===== src/rtl/melody_seq_if.sv =====
`default_nettype none
// +----------------------------------------------------------------------+
// | melody_seq_if : note-table write port, playback control and status.  |
// | Revision 1.0                                                          |
// +----------------------------------------------------------------------+
interface melody_seq_if;
    logic       wr_en;
    logic [3:0] wr_addr;
    logic [2:0] wr_tone;
    logic [3:0] wr_len;
    logic       start;
    logic       stop;
    logic       loop;
    logic [2:0] tone;
    logic       tone_en;
    logic       busy;
    logic [3:0] note_idx;
    logic       done;

    modport master (
        output wr_en, wr_addr, wr_tone, wr_len, start, stop, loop,
        input  tone, tone_en, busy, note_idx, done
    );

    modport slave (
        input  wr_en, wr_addr, wr_tone, wr_len, start, stop, loop,
        output tone, tone_en, busy, note_idx, done
    );
endinterface
`default_nettype wire


===== src/rtl/melody_seq.sv =====
`default_nettype none
// +----------------------------------------------------------------------+
// | melody_seq : 16-entry note table player driving a tone generator.    |
// | Revision 1.0                                                          |
// +----------------------------------------------------------------------+
module melody_seq #(
    parameter int unsigned BEAT_DIV   = 12500000,
    parameter int unsigned GAP_CYCLES = 2500000
) (
    input  wire logic  clk_i,
    input  wire logic  reset_i,
    melody_seq_if.slave bus
);

    typedef enum logic [1:0] {
        S_IDLE  = 2'd0,
        S_FETCH = 2'd1,
        S_NOTE  = 2'd2,
        S_GAP   = 2'd3
    } state_t;

    localparam logic [31:0] C_BEAT_LAST = 32'(BEAT_DIV - 1);
    localparam logic [31:0] C_GAP_LAST  = (GAP_CYCLES == 0) ? 32'd0 : 32'(GAP_CYCLES - 1);

    state_t      state_q, state_d;
    logic [3:0]  idx_q, idx_d;
    logic [2:0]  tone_q, tone_d;
    logic        tone_en_q, tone_en_d;
    logic        done_q, done_d;
    logic [31:0] beat_q, beat_d;
    logic [31:0] gap_q, gap_d;
    logic [3:0]  left_q, left_d;
    logic [6:0]  note_tbl_q [16];

    logic [6:0]  w_entry;
    logic [3:0]  w_first_len;
    logic        w_advance;
    logic        w_eos;

    assign w_entry     = note_tbl_q[idx_q];
    assign w_first_len = note_tbl_q[0][3:0];

    always_ff @(posedge clk_i or posedge reset_i) begin
        if (reset_i) begin
            for (int i = 0; i < 16; i++) begin
                note_tbl_q[i] <= 7'd0;
            end
        end else if (bus.wr_en && (state_q == S_IDLE)) begin
            note_tbl_q[bus.wr_addr] <= {bus.wr_tone, bus.wr_len};
        end
    end

    always_ff @(posedge clk_i or posedge reset_i) begin
        if (reset_i) begin
            state_q   <= S_IDLE;
            idx_q     <= 4'd0;
            tone_q    <= 3'd0;
            tone_en_q <= 1'b0;
            done_q    <= 1'b0;
            beat_q    <= 32'd0;
            gap_q     <= 32'd0;
            left_q    <= 4'd0;
        end else begin
            state_q   <= state_d;
            idx_q     <= idx_d;
            tone_q    <= tone_d;
            tone_en_q <= tone_en_d;
            done_q    <= done_d;
            beat_q    <= beat_d;
            gap_q     <= gap_d;
            left_q    <= left_d;
        end
    end

    always_comb begin
        state_d   = state_q;
        idx_d     = idx_q;
        tone_d    = tone_q;
        tone_en_d = tone_en_q;
        done_d    = 1'b0;
        beat_d    = beat_q;
        gap_d     = gap_q;
        left_d    = left_q;
        w_advance = 1'b0;
        w_eos     = 1'b0;

        unique case (state_q)
            S_IDLE: begin
                if (bus.start && !bus.stop) begin
                    state_d = S_FETCH;
                    idx_d   = 4'd0;
                end
            end
            S_FETCH: begin
                if (w_entry[3:0] != 4'd0) begin
                    state_d   = S_NOTE;
                    tone_d    = w_entry[6:4];
                    tone_en_d = 1'b1;
                    left_d    = w_entry[3:0];
                    beat_d    = 32'd0;
                end else begin
                    w_eos = 1'b1;
                end
            end
            S_NOTE: begin
                if (beat_q == C_BEAT_LAST) begin
                    beat_d = 32'd0;
                    left_d = left_q - 4'd1;
                    if (left_q == 4'd1) begin
                        tone_en_d = 1'b0;
                        if (GAP_CYCLES == 0) begin
                            w_advance = 1'b1;
                        end else begin
                            state_d = S_GAP;
                            gap_d   = 32'd0;
                        end
                    end
                end else begin
                    beat_d = beat_q + 32'd1;
                end
            end
            S_GAP: begin
                if (gap_q == C_GAP_LAST) begin
                    gap_d     = 32'd0;
                    w_advance = 1'b1;
                end else begin
                    gap_d = gap_q + 32'd1;
                end
            end
        endcase

        if (w_advance) begin
            if (idx_q == 4'd15) begin
                w_eos = 1'b1;
            end else begin
                state_d = S_FETCH;
                idx_d   = idx_q + 4'd1;
            end
        end

        // Looping on an empty first entry would spin forever, so it ends the song instead.
        if (w_eos) begin
            if (bus.loop && (w_first_len != 4'd0)) begin
                state_d = S_FETCH;
                idx_d   = 4'd0;
            end else begin
                state_d   = S_IDLE;
                done_d    = 1'b1;
                tone_en_d = 1'b0;
            end
        end

        if (bus.stop) begin
            state_d   = S_IDLE;
            tone_en_d = 1'b0;
            done_d    = 1'b0;
            beat_d    = 32'd0;
            gap_d     = 32'd0;
            left_d    = 4'd0;
        end
    end

    assign bus.tone     = tone_q;
    assign bus.tone_en  = tone_en_q;
    assign bus.busy     = (state_q != S_IDLE);
    assign bus.note_idx = idx_q;
    assign bus.done     = done_q;

endmodule
`default_nettype wire


===== src/flat_wrapper.sv =====
// flat-port wrapper written by rule: the top's interface ports become plain ports
module melody_seq_flat 
#(
    parameter int unsigned BEAT_DIV   = 12500000,
    parameter int unsigned GAP_CYCLES = 2500000
)
  (clk_i, reset_i, bus_wr_en, bus_wr_addr, bus_wr_tone, bus_wr_len, bus_start, bus_stop, bus_loop, bus_tone, bus_tone_en, bus_busy, bus_note_idx, bus_done);
  melody_seq_if bus_i ();
  input  wire logic clk_i;
  input  wire logic reset_i;
  input wire logic [$bits(bus_i.wr_en)-1:0] bus_wr_en;
  input wire logic [$bits(bus_i.wr_addr)-1:0] bus_wr_addr;
  input wire logic [$bits(bus_i.wr_tone)-1:0] bus_wr_tone;
  input wire logic [$bits(bus_i.wr_len)-1:0] bus_wr_len;
  input wire logic [$bits(bus_i.start)-1:0] bus_start;
  input wire logic [$bits(bus_i.stop)-1:0] bus_stop;
  input wire logic [$bits(bus_i.loop)-1:0] bus_loop;
  output wire logic [$bits(bus_i.tone)-1:0] bus_tone;
  output wire logic [$bits(bus_i.tone_en)-1:0] bus_tone_en;
  output wire logic [$bits(bus_i.busy)-1:0] bus_busy;
  output wire logic [$bits(bus_i.note_idx)-1:0] bus_note_idx;
  output wire logic [$bits(bus_i.done)-1:0] bus_done;
  assign bus_i.wr_en = bus_wr_en;
  assign bus_i.wr_addr = bus_wr_addr;
  assign bus_i.wr_tone = bus_wr_tone;
  assign bus_i.wr_len = bus_wr_len;
  assign bus_i.start = bus_start;
  assign bus_i.stop = bus_stop;
  assign bus_i.loop = bus_loop;
  assign bus_tone = bus_i.tone;
  assign bus_tone_en = bus_i.tone_en;
  assign bus_busy = bus_i.busy;
  assign bus_note_idx = bus_i.note_idx;
  assign bus_done = bus_i.done;
  melody_seq #(.BEAT_DIV(BEAT_DIV), .GAP_CYCLES(GAP_CYCLES)) u_core (.clk_i(clk_i), .reset_i(reset_i), .bus(bus_i));
endmodule

===== config.mk =====
export PLATFORM = sky130hd
export DESIGN_NAME = melody_seq_flat
export DESIGN_NICKNAME = d
export VERILOG_FILES = /design/src/rtl/melody_seq_if.sv /design/src/rtl/melody_seq.sv /design/src/flat_wrapper.sv
export SDC_FILE = /design/constraint.sdc
export NUM_CORES = 1
export LEC_CHECK = 0
export ABC_AREA = 1
export CAP_MARGIN = 30
export CORE_AREA = 2 2 168 170
export CTS_CLUSTER_DIAMETER = 120
export DETAILED_ROUTE_END_ITERATION = 8
export DIE_AREA = 0 0 170 172
export DONT_BUFFER_PORTS = 1
export HOLD_SLACK_MARGIN = 0.06
export PLACE_DENSITY = 0.65
export SYNTH_ARGS = -nofsm -noshare
export SYNTH_HDL_FRONTEND = slang
export SYNTH_SLANG_ARGS = --single-unit

===== constraint.sdc =====
create_clock -name clk_i -period 14.93 [get_ports clk_i]
set_input_delay 2.986 -clock clk_i [delete_from_list [all_inputs] [get_ports clk_i]]
set_output_delay 2.986 -clock clk_i [all_outputs]
set_load 0.1 [all_outputs]

==> metrics.md <==
| Metric | Value |
|---|---|
| Synthesis Warnings | `0` |
| FMAX | `a little over 200 MHz` |
| Top cells by area, synth | `dfrtp_1 (44%), nand2_1 (15%), o21ai_0 (7.9%)` |
| Mux contribution to synthesized area | `0%` |
| 1st-iter DRT viols | `about 1,000` |
| Main flop type after synthesis | `dfrtp_1` |
| Worst EP arrival | `1960 ps` |
| Post-synthesis simple-gate area fraction | `32.30%` |
| Synth Area in XOR/XNOR | `3.088%` |
| Antenna cells | `0` |
| Hold_sp | `u_core.note_tbl_q[85]` |
| Max Cap Viol | `0` |
| Reg-to-reg critical path startpoint | `u_core.bus.note_idx[0]` |
| Worst Setup EP | `bus_busy` |
| Via count | `between 9,000 and 10,000` |
| CP startpoint kind | `flop` |
| Die height | `172 um` |
| Hold Vio Cnt, Final | `0` |
| Critical-path maximum fanout | `6` |
| Overflow after GRT | `0` |
| Mean post-synth cell area | `7.286 um2` |
| Synthesis-to-layout area growth | `7.059%` |
| Synth top cells by count | `nand2_1 (421), dfrtp_1 (191), nor2_1 (191)` |
| Sum of negative setup slack | `0 ps` |
| Peak VDD IR | `0.08930 mV` |
| Most frequent cell after synthesis | `nand2_1` |
| Setup bufs post-CTS | `0` |
| HP Class | `flop to flop` |
| DR pass1 iterations | `9` |
| H-Tree Depth | `4` |
| R2R Path End | `u_core.left_q[1]` |
| Final wirelength | `28,650 um` |
| Cell leakage power | `5.035 nW` |
| Setup crit start | `u_core.state_q[0]` |
| First-pass GRT wire length | `47,000 um` |
| Top-Level Pins | `27` |
| Cell accounting for the most synthesized area | `dfrtp_1` |
| Vias/cell | `5.326` |
| Critical path class | `flop to output pin` |
| Placed insts | `1,770` |
| Fin Clk Skew | `9.284 ps` |
| Reg2reg path depth | `16` |
| EDFF count, synth | `0` |
| Status | `finished clean` |
| Final min period | `4951 ps` |
| # DRC | `0` |
| Buffers on Ports | `0` |
| Library cells used by synthesis | `47` |
| Setup slack, reg-to-reg | `~11,000 ps` |
| CTS tree | `yes` |
| PD cells | `141.1 nW/um2` |
| CTS Sinks | `191` |
| Seq/Total Area, Yosys | `44.35%` |
| Synthesized instance count | `1,479` |
| Critical Path Sink Type | `output pin` |
| Unrepaired setup endpoints after global routing | `false` |
| CTS Buffer Depth | `2` |
| Layout Cells excl Fill | `1,802` |
| Die X | `170 um` |
| Flops & latches, synth | `191` |
| DR WL/cell | `15.90 um` |
| Gates resized, CTS repair | `0` |
| Post-DP HPWL | `19,260 um` |
| CTS root buf | `clkbuf_16` |
| Placeable Area | `around 27,000 um2` |
| Vias in the first global route | `roughly 9,000` |
| Post-synth ARST share | `100.0%` |
| Yosys top cell area share | `44.35%` |
| Tcrit/Tclk final | `33.16%` |
| Worst-Skew Late Latency | `between 400 and 500 ps` |
| Total die area | `29,240 um2` |
| All-layer global routing usage | `20.35%` |
| Largest family of logic cells by synthesized area | `simple AND/OR/NAND/NOR gates` |
| Nets@finish | `1,472` |
| Row Count | `61` |
| Reg clk slew, reported paths | `around 70 ps` |
| Post-DRT Antenna Nets | `0` |
| Area post-placement | `10,950 um2` |
| RePlAce Congestion | `0.9202` |
| Slew Limit Fails | `0` |
| Hold-fix buffers, CTS | `0` |
| WP data required | `11,940 ps` |
| Hold path depth | `2` |
| Antenna violations before repair | `0` |
| Mapped Nets | `1,507` |
| Compound-cell area share of the yosys netlist | `11.58%` |
| Adder-Cell Fraction of Synth Area | `1.277%` |
| Synthesized cell area | `10,780 um2` |
| Largest net degree at the start of global routing | `139` |
| Share of cells above drive strength 1 | `5.151%` |
| Starting Density | `39.22%` |
| Rel. slew slack | `37.01%` |
| Final setup viols | `0` |
| TritonCTS buffer count | `17` |
| Design area | `11,540 um2` |
| Measured slew at the worst slew-check pin | `about 940 ps` |
## registers in the layout (all words and copies together) (netlist names)
register / cells
u_core.beat_q: 32
u_core.bus.note_idx: 4
u_core.bus.tone: 3
u_core.note_tbl_q: 112
u_core.left_q: 4
u_core.state_q: 2
u_core.bus.tone_en: 1
u_core.bus.done: 1
u_core.gap_q: 32
## cell usage in the layout (no fill, tap or decap), types with 3 or more instances in the layout
master	instances
nand4_1	34
clkbuf_8	4
o22ai_1	6
inv_6	5
nor2_4	4
a21oi_1	18
and2_1	3
inv_1	120
a31oi_1	4
nor4_1	11
nor3_1	38
o21ai_1	22
nor3b_1	3
clkbuf_16	17
o221ai_1	4
nand3_1	82
nor2_1	191
nor2_2	4
o211ai_1	3
nand2_1	421
buf_4	6
o21ai_2	4
o21ai_0	170
inv_2	3
xor2_1	34
or2_2	4
nand2_2	8
ha_1	11
xnor2_1	4
dfrtp_1	189
## power breakdown
group	internal [mW]	switching (mW)
Sequential	0.667	0.122
Combinational	0.127	0.268
Clock	0.233	0.212
Total	1.03	0.601
## layer usage
layer	GRT usage [%]	part of all wire [%]	up-vias
met4	5.648	1.7	0
li1	-	-	4725
met2	32.90	46	271
met3	4.280	6.4	42
met1	27.75	46	4559
met5	0	0	-
## area by class of cell
cell class,count,area (um2)
Tap cell,346,432.9
Inverter,127,493.0
Clock inverter,9,73.82
Clock buffer,22,484.2
Sequential cell,191,4782
Multi-Input combinational cell,1100,5199
Fill cell,2843,15940
Timing Repair Buffer,7,72.57
## through the flow
stage	power [mW]	util, %	hold slack (ps)	worst slack, ps
final	1.628	41.99	482.7	9979
after global routing	1.737	41.99	500.0	9927
after CTS	1.633	41.89	484.7	9977
after detailed placement	1.188	39.86	467.5	9884
after global placement	1.172	39.86	461.5	9943
after floorplan	1.106	-	447.8	6745
## critical path, cell delays in order, from the launching register on
cell and delay (ps):
dfrtp_1 450, inv_1 140, ha_1 270, inv_1 660
## worst min path at each step
stage / to / slack, ps
floorplan: u_core.note_tbl_q[27] / 450
global placement: u_core.note_tbl_q[82] / 460
detailed placement: u_core.note_tbl_q[40] / 470
CTS: u_core.note_tbl_q[40] / 480
global route: u_core.note_tbl_q[85] / 500
finish: u_core.note_tbl_q[85] / 480
## cell families after synthesis
group,count (synthesis)
simple gates,815
compound gates,236
flops,191
buf+inv,188
xor+xnor,38
fa+ha+maj,11
(Power assumes the default switching activity.)
